===== config.mk =====
export PLATFORM = sky130hd
export DESIGN_NAME = data_mem_lsu
export DESIGN_NICKNAME = d
export VERILOG_FILES = /design/src/rtl/data_mem_pkg.sv /design/src/rtl/data_mem_lsu.sv
export SDC_FILE = /design/constraint.sdc
export NUM_CORES = 1
export LEC_CHECK = 0
export CAP_MARGIN = 20
export CORE_MARGIN = 2
export CORE_UTILIZATION = 40
export CTS_CLUSTER_SIZE = 10
export DETAILED_ROUTE_END_ITERATION = 7
export PLACE_DENSITY = 0.8
export SYNTH_ARGS = -nofsm -noshare
export SYNTH_HDL_FRONTEND = slang
export SYNTH_SLANG_ARGS = --single-unit

===== constraint.sdc =====
create_clock -name clk -period 3.8 [get_ports clk]
set_input_delay 1.14 -clock clk [delete_from_list [all_inputs] [get_ports clk]]
set_output_delay 1.14 -clock clk [all_outputs]
set_load 0.01 [all_outputs]

===== src/rtl/data_mem_pkg.sv =====
// rtl/data_mem_pkg.sv - shared types, mode encodings and pointer arithmetic for the data memory LSU
package data_mem_pkg;

  localparam int AW_DEF = 8;
  localparam int DW_DEF = 8;

  localparam logic [1:0] MODE_DIRECT  = 2'b00;
  localparam logic [1:0] MODE_POSTINC = 2'b01;
  localparam logic [1:0] MODE_PREDEC  = 2'b10;
  localparam logic [1:0] MODE_RSVD    = 2'b11;

  typedef enum logic [1:0] {
    IDLE    = 2'd0,
    ACCESS  = 2'd1,
    CAPTURE = 2'd2,
    RESP    = 2'd3
  } lsu_state_t;

  typedef logic [AW_DEF-1:0] ptr_t;

  // Returns {access address, updated pointer}; wraps modulo 2^AW.
  // Reserved mode passes the pointer through unchanged.
  function automatic logic [2*AW_DEF-1:0] ptr_update(input logic [1:0] mode, input ptr_t ptr);
    ptr_t addr;
    ptr_t nptr;
    addr = ptr;
    nptr = ptr;
    case (mode)
      MODE_POSTINC: nptr = ptr + ptr_t'(1);
      MODE_PREDEC: begin
        addr = ptr - ptr_t'(1);
        nptr = ptr - ptr_t'(1);
      end
      default: ;
    endcase
    return {addr, nptr};
  endfunction

endpackage


===== src/rtl/data_mem_lsu.sv =====
// rtl/data_mem_lsu.sv - byte load/store unit driving the 256x8 synchronous data memory
import data_mem_pkg::*;

module data_mem_lsu #(
  parameter int AW = AW_DEF,
  parameter int DW = DW_DEF
) (
  input  logic          clk,
  input  logic          rst_n,
  input  logic          req_valid,
  output logic          req_ready,
  input  logic          req_we,
  input  logic [1:0]    req_mode,
  input  logic [AW-1:0] req_ptr,
  input  logic [DW-1:0] req_wdata,
  output logic          rsp_valid,
  input  logic          rsp_ready,
  output logic [DW-1:0] rsp_rdata,
  output logic [AW-1:0] rsp_ptr,
  output logic          rsp_err,
  output logic          en_drd,
  output logic          en_dwr,
  output logic [AW-1:0] mem_addr,
  output logic [DW-1:0] mem_din,
  input  logic [DW-1:0] mem_dout
);

  lsu_state_t state, state_next;
  logic       we_q;
  logic       accept;
  logic [AW-1:0] addr_next;
  logic [AW-1:0] ptr_next;

  // Pointer math lives in the package and is sized by AW_DEF, so AW must match it.
  assign {addr_next, ptr_next} = ptr_update(req_mode, req_ptr);
  assign accept = (state == IDLE) && req_valid;

  always_ff @(posedge clk or negedge rst_n) begin
    if (!rst_n) begin
      state <= IDLE;
    end else begin
      state <= state_next;
    end
  end

  // Enables are decoded from state so an asynchronous reset kills them at once.
  always_comb begin
    state_next = state;
    req_ready  = 1'b0;
    rsp_valid  = 1'b0;
    en_drd     = 1'b0;
    en_dwr     = 1'b0;
    case (state)
      IDLE: begin
        req_ready = 1'b1;
        if (req_valid) begin
          state_next = (req_mode == MODE_RSVD) ? RESP : ACCESS;
        end
      end
      ACCESS: begin
        en_drd     = !we_q;
        en_dwr     = we_q;
        state_next = we_q ? RESP : CAPTURE;
      end
      CAPTURE: begin
        state_next = RESP;
      end
      RESP: begin
        rsp_valid = 1'b1;
        if (rsp_ready) begin
          state_next = IDLE;
        end
      end
      default: state_next = IDLE;
    endcase
  end

  always_ff @(posedge clk or negedge rst_n) begin
    if (!rst_n) begin
      we_q      <= 1'b0;
      mem_addr  <= '0;
      mem_din   <= '0;
      rsp_rdata <= '0;
      rsp_ptr   <= '0;
      rsp_err   <= 1'b0;
    end else if (accept) begin
      rsp_rdata <= '0;
      if (req_mode == MODE_RSVD) begin
        rsp_err <= 1'b1;
        rsp_ptr <= req_ptr;
      end else begin
        rsp_err  <= 1'b0;
        rsp_ptr  <= ptr_next;
        mem_addr <= addr_next;
        mem_din  <= req_wdata;
        we_q     <= req_we;
      end
    end else if (state == CAPTURE) begin
      rsp_rdata <= mem_dout;
    end
  end

endmodule


After elaboration in Yosys (flattened, before gate mapping)
Cells that the tools add are included.
Word-level totals
  bits in read-only memories: 0
  latch bits: 0
  memories: 0
  word-level logic and storage cells: 39
  bits in registers: 36
  bits in writable memories: 0
  input port bits: 31
Operators by class
  $lt $le $gt $ge: 0
  shifts and indexed selects: 0
  reduce and logical (&&, ||, !) cells: 6
  multiply operators: 0
  bitwise gates (word level): 1
  divide/modulo/power cells: 0
  add/subtract/negate cells: 2
  multiplexer cells: 15
  equal/unequal tests: 8
Operators by type and width (number)
  $mux W8: 4
  $pmux W8 S2: 1
  $add A8 B1 Y8 const B: 1
  $eq A2 B2 Y1 const B: 4
  $pmux W2 S4: 1
  $sub A8 B1 Y8 const B: 1
  $mux W1: 6
  $mux W2: 3
  $eq A2 B1 Y1 const B: 2
  $ne A2 B2 Y1 const B: 2
  $reduce_and A2 Y1: 2
  $logic_not A2 Y1: 1
  $reduce_bool A2 Y1: 1
  $logic_and A1 B1 Y1: 1
  $logic_not A1 Y1: 1
  $not A1 Y1: 1

Depth between registers and ports, before layout
Gate-level depths: netlist of run 1.
  depth after elaboration: 4
  mapped depth: 8

Least setup slack after synthesis of run 1
No wires, ideal clock.
  path kind: in2reg
  start: in req_mode[0]
  end: reg rsp_ptr[7]
  slack: 1.380 ns
  arrival time: 2.294 ns
  setup time: 0.126 ns
  path buffers: 1
  required time: 3.674 ns
  cell stages on the path: 8
  path through: inv_1 ha_1 or2_2 buf_2 nor2_1 mux2_4 a221oi_2 a21oi_1
Between the ends
  cells in the longest elaborated chain, start to end: 3
  elaborated cells on any way between the ends: 5
  classes of those cells: eq/ne: 3; mux: 2
Ends and longest elaborated chain
  start, declared: RTL line data_mem_lsu.sv:13  | input logic [1:0] req_mode,
  $eq A2 B2 Y1 or $eq A2 B1 Y1 (tied branches): RTL line data_mem_pkg.sv:28  | case (mode)
  $pmux W8 S2: RTL line data_mem_pkg.sv:28
  $mux W8 (*): RTL line data_mem_lsu.sv:88  | if (req_mode == MODE_RSVD) begin
  end signal, assigned: RTL line data_mem_lsu.sv:90  | rsp_ptr <= req_ptr;
  end signal, assigned: RTL line data_mem_lsu.sv:93  | rsp_ptr <= ptr_next;
  end, declared: RTL line data_mem_lsu.sv:19  | output logic [AW-1:0] rsp_ptr,
Mark *: on every way between the ends. The rest lies on a longest branch, timed or not.
A chain may end at the register's enable or synchronous reset.

Final worst setup path of run 1
  start: in req_ptr[0]
  end: reg rsp_ptr[6]
Between the ends
  cells in the longest elaborated chain, start to end: 3
  elaborated cells on any way between the ends: 4
  classes of those cells: add/sub: 2; mux: 2
Ends and longest elaborated chain
  start, declared: RTL line data_mem_lsu.sv:14  | input logic [AW-1:0] req_ptr,
  $sub A8 B1 Y8 or $add A8 B1 Y8 (tied branches): RTL line data_mem_pkg.sv:32, data_mem_pkg.sv:29
  $pmux W8 S2 (*): RTL line data_mem_pkg.sv:28
  $mux W8 (*): RTL line data_mem_lsu.sv:88
Marks and branches as above.

==> impl_metrics.tcl, run 1 <==
set metrics [dict create \
    placed_area_um2 2720 \
    worst_ep_arrival_time_ns 3.05 \
    setup_viol 0 \
    vias_per_cell 4.94 \
    ir_worst_vdd_mv 0.419 \
    htree_levels 2 \
    synth_area_leaders "dfrtp_1 44%, ha_1 6.1%, nand2_1 6.1%" \
    worst_slack_ns 0.908 \
    synth_top_area_share_pct 44.2 \
    cp_data_required_time_ns 3.95 \
    ys.flop_type "dfrtp_1" \
    fmax_mhz 346 \
    grt_use_total_pct 17.4 \
    drv_slew 0 \
    synth_edf_count 0 \
    cts-root-buf "clkbuf_8" \
    tightest_slew_ns 0.785 \
    ys_top_cells_by_count "36 x dfrtp_1, 33 x nand2_1, 20 x nor2_1, 17 x o21ai_0, 12 x inv_1" \
    fp.dieH_um 75.4 \
    ant_nets 0 \
    post_drt_wl_per_cell_um 13.4 \
    timing.max_cap.violations 0 \
    die_w_um 75.4 \
    num_vias 1695 \
    hold_buffers 0 \
    power_w 0.00193 \
    synth_cells 214 \
    synth-simple-area-share_pct 16.5 \
    async_flop_share_pct 100 \
    syn_area_um2 2040 \
    tns_ns 0 \
    status "completed" \
    synth_compound_area_share_pct 13.1 \
    final_area_um2 2830 \
    stdcell_count 343 \
    cp-end-kind "register" \
    ctsResizeCount 0 \
    first_pass_iters 4 \
    grt-ovfl-total 0 \
    leakagePower_nw 1.21 \
    synth.most_common_cell "dfrtp_1" \
    clock_latency_ns 0.30 \
    port_buffers 67 \
    antenna_found_initial 0 \
    cp_max_fo 7 \
    synthAdderAreaFrac_pct 6.14 \
    seq_area_frac_synth_pct 44.2 \
    num_rows 25 \
    cts_buffers 5 \
    pre_cts_slack_ns 0.633 \
    post-route-min-period_ns 2.89 \
    critical_path_class "input pin to register" \
    synth_top_family_by_area "simple AND/OR/NAND/NOR gates" \
    drt-initial-drc-count 88 \
    cts_buffer_depth 2 \
    worstSetupStartpointType "input pin" \
    post_cts_buffers 0 \
    layout-drive-gt1-share_pct 9.42 \
    initial_utilization_pct 42.3 \
    slew_headroom_pct 47.7 \
    hold_viol 0 \
    hpwl_um 3450 \
    fin_nets 316 \
    yosys_warnings 0 \
    cts.clk_slew.worst_paths_ns 0.07 \
    grt_pass1_vias 1635 \
    synth_cell_types 41 \
    cts_tree "done" \
    powerDensity_nw_per_um2 680 \
    core-area_um2 4820 \
    antenna_cells 0 \
    synth_fp_nets 255 \
    grt_max_degree 37 \
    route.detailed.drc 0 \
    dp_cells 335 \
    grt_pass1_wl_um 7540 \
    io_pins 68 \
    rsz0062_at_grt "false" \
    synth_mux_area_share_pct 11.7 \
    period_share_pct 76.1 \
    crit_chain "clkdlybuf4s50_1 > inv_1 > ha_1 > nor3b_4 > nand4_1 > o311ai_0 > o32ai_1 > o21ai_0" \
    fill_cells 459 \
    areaGrowthSynthToFinish_pct 39.1 \
    cts.sinks 36 \
    synth_xor_area_share_pct 2.58 \
    multiInputGateArea_um2 1020 \
    avgSynthCellArea_um2 9.52 \
    min_path_type "register to register" \
    fin_skew_ns 0.00558 \
    ys_ff_latch 36 \
    routabilityCongestion 0.869 \
    slowest_delay_ns 0.65 \
    register_area_um2 901 \
    die-area_um2 5680 \
    yosysTopAreaCell "dfrtp_1" \
    wirelength_um 4590 \
    crit_path_top_delay_cell "clkdlybuf4s50_1" \
]
[critical path: cells and delay by family]
kind	cells	cell delay, ns
buffers and inverters	2	0.79
AOI/OAI and AO/OA	3	0.55
and+or+nand+nor	2	0.29
adders and majority gates	1	0.26
[registers in the layout (all words and copies together), names as in the netlist]
register,flops
mem_din,8
we_q,1
rsp_err,1
rsp_ptr,8
rsp_rdata,8
mem_addr,8
state,2
[final cells by class]
cell class              count  share of cell area (%)
clock buffers               5                    2.43
clock inverters             3                    1.50
inverters                  12                    1.59
multi-input cells         152                    36.0
flip-flops and latches     36                    31.8
well taps                  67                    2.96
repair buffers             68                    23.8
[power breakdown]
part	total, W	internal, W	switching (W)
sequential	0.000675	0.000568	0.000107
combinational	0.000915	0.000518	0.000397
clock	0.000336	0.000194	0.000142
total	0.00193	0.00128	0.000646
[cell usage in the layout (no fill, tap or decap), types with 3 or more instances in the layout]
| cell | Yosys | routed |
|---|---|---|
| clkdlybuf4s50_1 | 0 | 66 |
| nand2_1 | 33 | 33 |
| mux2_2 | 10 | 10 |
| nor4_1 | 3 | 3 |
| mux2i_1 | 11 | 11 |
| dfrtp_1 | 36 | 36 |
| clkbuf_8 | 0 | 5 |
| nand3_1 | 4 | 4 |
| nor2_1 | 20 | 20 |
| xor2_1 | 4 | 4 |
| inv_1 | 12 | 12 |
| a21oi_1 | 10 | 10 |
| ha_1 | 10 | 10 |
| o21ai_0 | 17 | 17 |
[layer usage]
layer  global-route usage [%]  vias up  wire, µm  part of all wire [%]
met5                        0        -         0                     0
met4                     6.43        0        80                   1.7
met3                     5.16        6       268                   5.8
met2                     26.5       49      2070                    45
met1                     23.8      781      2170                    47
li1                         -      859         -                     -
[through the flow]
stage	hold slack (ns)	util [%]
after floorplan	0.503	-
after global placement	0.465	56.5
after detailed placement	0.471	56.5
after CTS	0.486	58.8
after global routing	0.497	58.8
final	0.480	58.8
[final timing paths]
check | from | to | slack, ns | cells after the start
min in group asynchronous | rst_n | rsp_rdata[2] | 0.92 | 1
hold reg to reg | rsp_ptr[6] | rsp_ptr[6] | 0.48 | 2
setup / recovery | req_ptr[0] | rsp_ptr[6] | 0.91 | 8
setup reg to reg | state[0] | mem_din[5] | 1.53 | 6
hold / removal | rsp_ptr[6] | rsp_ptr[6] | 0.48 | 2
max in group asynchronous | rst_n | rsp_ptr[4] | 2.38 | 1
[kinds of logic (layout without fill, tap and decap cells)]
logic type | Yosys count | count (layout)
muxes | 22 | 22
buffers and inverters | 26 | 88
adders and majority gates | 10 | 10
DFF | 36 | 36
AOI/OAI and AO/OA | 44 | 44
xor gates and xnor gates | 6 | 6
and+or+nand+nor | 70 | 70
No activity file was read; power rests on OpenSTA's default activity.
==> inputs of run 2 (changes only) <==
==> constraint.sdc (replaced) <==
create_clock -name clk -period 2.9 [get_ports clk]
set_input_delay 0.87 -clock clk [delete_from_list [all_inputs] [get_ports clk]]
set_output_delay 0.87 -clock clk [all_outputs]
set_load 0.01 [all_outputs]
==> run 2 against run 1 <==
Against the previous run: non-clock buffer count grew 8; register-to-register slack got worse by 0.42 ns; cell count is 2.3% higher; flip-flop and latch count unchanged; wire length is 4.2% higher; via count up 3.6%; first-iteration DRC count decreased by 13%; die area unchanged; core utilization up 2.2 points; largest cell class unchanged; highest routed layer unchanged.
==> impl_metrics.tcl, run 2 (same netlist as run 1, synthesis figures left out) <==
set metrics [dict create \
    final_common_cell "clkdlybuf4s50_1" \
    tns_ns 0 \
    cp_max_fo 6 \
    first_pass_iters 4 \
    routabilityCongestion 0.857 \
    antenna_cells 0 \
    ctsResizeCount 0 \
    hpwl_um 3590 \
    grt_pass1_vias 1651 \
    post-route-min-period_ns 2.55 \
    post_cts_buffers 0 \
    clock_latency_ns 0.29 \
    fin_skew_ns 0.00516 \
    reg2reg_to "rsp_ptr[5]" \
    cts.clk_slew.worst_paths_ns 0.07 \
    hold_ws_ns 0.482 \
    grt_pass1_wl_um 7950 \
    num_vias 1756 \
    critPathCapture "req_ready" \
    ant_nets 0 \
    route.detailed.drc 0 \
    hold_viol 0 \
    cts-root-buf "clkbuf_8" \
    vias_per_cell 5.00 \
    layout_common_cells "66 x clkdlybuf4s50_1, 36 x dfrtp_1, 33 x nand2_1" \
    tightest_slew_ns 0.805 \
    hold_buffers 0 \
    worst_ep_arrival_time_ns 1.68 \
    rr_worst_depth 6 \
    setup_viol 0 \
    leakagePower_nw 1.27 \
    die_w_um 75.4 \
    fmax_mhz 393 \
    slew_headroom_pct 46.3 \
    rsz0062_at_grt "false" \
    cp-end-kind "primary output" \
    ir_worst_vdd_mv 0.531 \
    r2r_setup_slack_ns 1.11 \
    cts.sinks 36 \
    cp_data_required_time_ns 2.03 \
    grt_max_degree 37 \
    post_drt_wl_per_cell_um 13.6 \
    wirelength_um 4790 \
    worstSetupStartpoint "state[0]" \
    grt-ovfl-total 0 \
    min_path_type "register to register" \
    io_pins 68 \
    drv_slew 0 \
    htree_levels 2 \
    timing.max_cap.violations 0 \
    cts_tree "done" \
    powerDensity_nw_per_um2 922 \
    areaGrowthSynthToFinish_pct 44.3 \
    initial_utilization_pct 42.3 \
    grt_use_total_pct 18.6 \
    critical_path_class "register to primary output" \
    cts_buffers 5 \
    pre_cts_slack_ns 0.134 \
    cts_buffer_depth 2 \
    status "completed" \
    fin_nets 324 \
    period_share_pct 87.8 \
    worstSetupStartpointType "register" \
    core-area_um2 4820 \
    reg2reg_from "state[0]" \
    fp.dieH_um 75.4 \
    die-area_um2 5680 \
    drt-initial-drc-count 77 \
    layout-drive-gt1-share_pct 12.0 \
    worst_slack_ns 0.354 \
    antenna_found_initial 0 \
    num_rows 25 \
    port_buffers 67 \
]
## run 2: changes by cell type in the layout (fill, tap and decap cells not counted), sizes merged
cell | before | now
clkinv | 1 | 0
clkinvlp | 1 | 0
bufinv | 1 | 3
buf | 2 | 10
## run 2: cell type report
| cell class | instances | area [µm²] |
|---|---|---|
| well taps | 67 | 83.8 |
| inverters | 12 | 45.0 |
| clock buffers | 5 | 68.8 |
| multi-input cells | 152 | 1020 |
| flip-flops and latches | 36 | 901 |
| fillers | 438 | 1880 |
| repair buffers | 76 | 733 |
| clock inverters | 3 | 90.1 |
## run 2: per-stage QoR
stage	instance area [µm²]	std cells	power (W)	utilization [%]
floorplan	2040	214	0.00146	-
global placement	2780	343	0.00208	57.7
detailed placement	2780	343	0.00212	57.7
CTS	2940	351	0.00274	61.0
global route	2940	351	0.00289	61.0
finish	2940	351	0.00271	61.0
## run 2: power breakdown
group	internal, W	switching [W]	leakage, nW	total [W]
registers	0.000744	0.000135	0.443	0.000878
clock network	0.000430	0.000188	0.0784	0.000618
logic	0.000692	0.000522	0.750	0.00121
## run 2: worst min-delay path by stage
stage                           start     endpoint  slack (ns)  depth (start not counted)
final                     mem_addr[3]  mem_addr[3]        0.48                          2
after global routing       rsp_ptr[1]   rsp_ptr[1]        0.50                          2
after CTS                 mem_addr[3]  mem_addr[3]        0.49                          2
after detailed placement  mem_addr[3]  mem_addr[3]        0.47                          2
after global placement        rsp_err      rsp_err        0.46                          2
after floorplan                  we_q         we_q        0.50                          1
## run 2: layer usage
| metal | wire length [µm] | global-route usage [%] | part of all wire [%] |
|---|---|---|---|
| met3 | 307 | 7.01 | 6.4 |
| met5 | 0 | 0 | 0 |
| met4 | 61 | 5.46 | 1.3 |
| met1 | 2160 | 25.0 | 45 |
| met2 | 2260 | 28.3 | 47 |
## run 2: worst max-delay path: stages, from the launching register on
cell and delay, ns:
dfrtp_1 0.43, inv_1 0.10, ha_1 0.27, clkdlybuf4s50_1 0.58
==> inputs of run 3 (changes only) <==
--- a/config.mk
+++ b/config.mk
@@ -6,11 +6,13 @@
 export NUM_CORES = 1
 export LEC_CHECK = 0
 export CAP_MARGIN = 20
+export CELL_PAD_IN_SITES_DETAIL_PLACEMENT = 1
+export CELL_PAD_IN_SITES_GLOBAL_PLACEMENT = 1
 export CORE_MARGIN = 2
-export CORE_UTILIZATION = 40
+export CORE_UTILIZATION = 34
 export CTS_CLUSTER_SIZE = 10
 export DETAILED_ROUTE_END_ITERATION = 7
-export PLACE_DENSITY = 0.8
+export PLACE_DENSITY = 0.89
 export SYNTH_ARGS = -nofsm -noshare
 export SYNTH_HDL_FRONTEND = slang
 export SYNTH_SLANG_ARGS = --single-unit
==> run 3 against run 2 <==
Against the previous run: power shrank 6.8%; global-route usage barely moved; setup slack got worse by 0.041 ns; largest power group unchanged; fmax is 1.6% lower; critical endpoint unchanged; clock-buffer cell count is 2 higher; register-to-register slack worse by 0.17 ns; first-iteration DRC count shrank 1.3%; flip-flop and latch count unchanged; hold slack gained 0.0036 ns; clock power down 39%.
==> impl_metrics.tcl, run 3 (same netlist as run 1, synthesis figures left out) <==
set metrics [dict create \
    antenna_cells 0 \
    grt_max_degree 37 \
    rsz0062_at_grt "false" \
    hold_viol 0 \
    reg2reg_to "mem_addr[3]" \
    holdPathEnd "mem_addr[0]" \
    tightest_slew_ns 0.536 \
    num_rows 28 \
    grt_pass1_vias 1985 \
    num_vias 1864 \
    dp_cells 355 \
    fin_skew_ns 0.00445 \
    layout-drive-gt1-share_pct 12.5 \
    drv_slew 0 \
    reg2reg_from "state[1]" \
    slew_headroom_pct 64.3 \
    leakagePower_nw 1.26 \
    timing.max_cap.violations 0 \
    vias_per_cell 5.15 \
    final_common_cell "clkdlybuf4s50_1" \
    crit_chain "inv_1 > ha_1 > clkdlybuf4s50_1" \
    status "completed" \
    crit_buf_inv 2 \
    post_drt_wl_per_cell_um 16.3 \
    placed_area_um2 2830 \
    antenna_found_initial 0 \
    drt-initial-drc-count 76 \
    rr_worst_depth 7 \
    io_pins 68 \
    grt_use_total_pct 18.6 \
    cp_data_required_time_ns 2.03 \
    ant_nets 0 \
    cp-end-kind "primary output" \
    setup_viol 0 \
    worstSetupStartpointType "register" \
    cp_max_fo 6 \
    hpwl_um 4610 \
    die_w_um 81.4 \
    powerDensity_nw_per_um2 864 \
    cts_tree "done" \
    fin_nets 328 \
    cts.sinks 36 \
    slowest_delay_ns 0.59 \
    core-area_um2 5850 \
    post-route-min-period_ns 2.59 \
    fp.dieH_um 81.4 \
    cts_buffer_depth 2 \
    areaGrowthSynthToFinish_pct 43.5 \
    layout_common_cells "67 x clkdlybuf4s50_1, 36 x dfrtp_1, 33 x nand2_1" \
    cts-root-buf "clkbuf_8" \
    r2r_setup_slack_ns 0.94 \
    initial_utilization_pct 34.8 \
    ir_worst_vdd_mv 0.380 \
    tns_ns 0 \
    cts_buffers 5 \
    period_share_pct 89.2 \
    worst_slack_ns 0.313 \
    cts.clk_slew.worst_paths_ns 0.07 \
    stdcell_count 362 \
    crit_path_top_delay_cell "clkdlybuf4s50_1" \
    final_area_um2 2920 \
    grt_pass1_wl_um 9380 \
    fmax_mhz 387 \
    route.detailed.drc 0 \
    port_buffers 67 \
    grt-ovfl-total 0 \
    routabilityCongestion 0.849 \
    die-area_um2 6630 \
    wirelength_um 5900 \
    clock_latency_ns 0.28 \
    hold_buffers 0 \
    worst_ep_arrival_time_ns 1.72 \
    htree_levels 2 \
    crit_family "buffers and inverters" \
    hp-start "mem_addr[0]" \
    critical_path_class "register to primary output" \
    min_path_type "register to register" \
    min_path_cells 2 \
    ctsResizeCount 0 \
    first_pass_iters 4 \
    post_cts_buffers 0 \
    pre_cts_slack_ns 0.0937 \
]
## run 3: cell count changes in the layout (fill, tap and decap cells not counted)
cell             change
buf_2                -1
clkbuf_8             +2
bufinv_16            -3
buf_4                +4
clkdlybuf4s50_1      +1
## run 3: metrics by stage
stage	hold slack (ns)	power [W]	util [%]
global route	0.505	0.00271	50.0
CTS	0.494	0.00257	50.0
floorplan	0.503	0.00146	-
finish	0.486	0.00253	50.0
global placement	0.465	0.00210	48.3
detailed placement	0.474	0.00217	48.3
## run 3: worst max path at each step
stage | start | endpoint | slack [ns] | cells past startpoint
final | state[1] | req_ready | 0.31 | 3
after global routing | state[0] | req_ready | 0.22 | 3
after CTS | state[1] | req_ready | 0.29 | 3
after detailed placement | req_mode[0] | rsp_ptr[7] | 0.09 | 8
after global placement | req_ptr[0] | rsp_ptr[4] | 0.16 | 8
after floorplan | req_mode[0] | rsp_ptr[7] | 0.75 | 8
## run 3: cell type report
class,instances,area [µm²]
Sequential cell,36,901
Tap cell,75,93.8
Clock buffer,7,96.3
Multi-Input combinational cell,152,1020
Inverter,12,45.0
Timing Repair Buffer,80,768
Fill cell,669,2930
## run 3: where the power goes
group / total (W) / switching, W / internal [W] / leakage (nW)
Sequential: 0.000887 / 0.000142 / 0.000744 / 0.443
Clock: 0.000380 / 0.000168 / 0.000212 / 0.0503
Combinational: 0.00126 / 0.000558 / 0.000701 / 0.769
Total: 0.00253 / 0.000869 / 0.00166 / 1.26
## run 3: layer usage
metal  GRT usage [%]  up-vias  part of all wire [%]
li1                -      877                     -
met1            21.7      901                    42
met2            33.0       72                    49
met3            3.78       14                   6.2
met4            7.80        0                   2.8
met5               0        -                     0
## run 3: worst min-delay path, stage by stage (launching register included)
cell and delay (ns):
dfrtp_1 0.34, nand2_1 0.05, o21ai_0 0.06
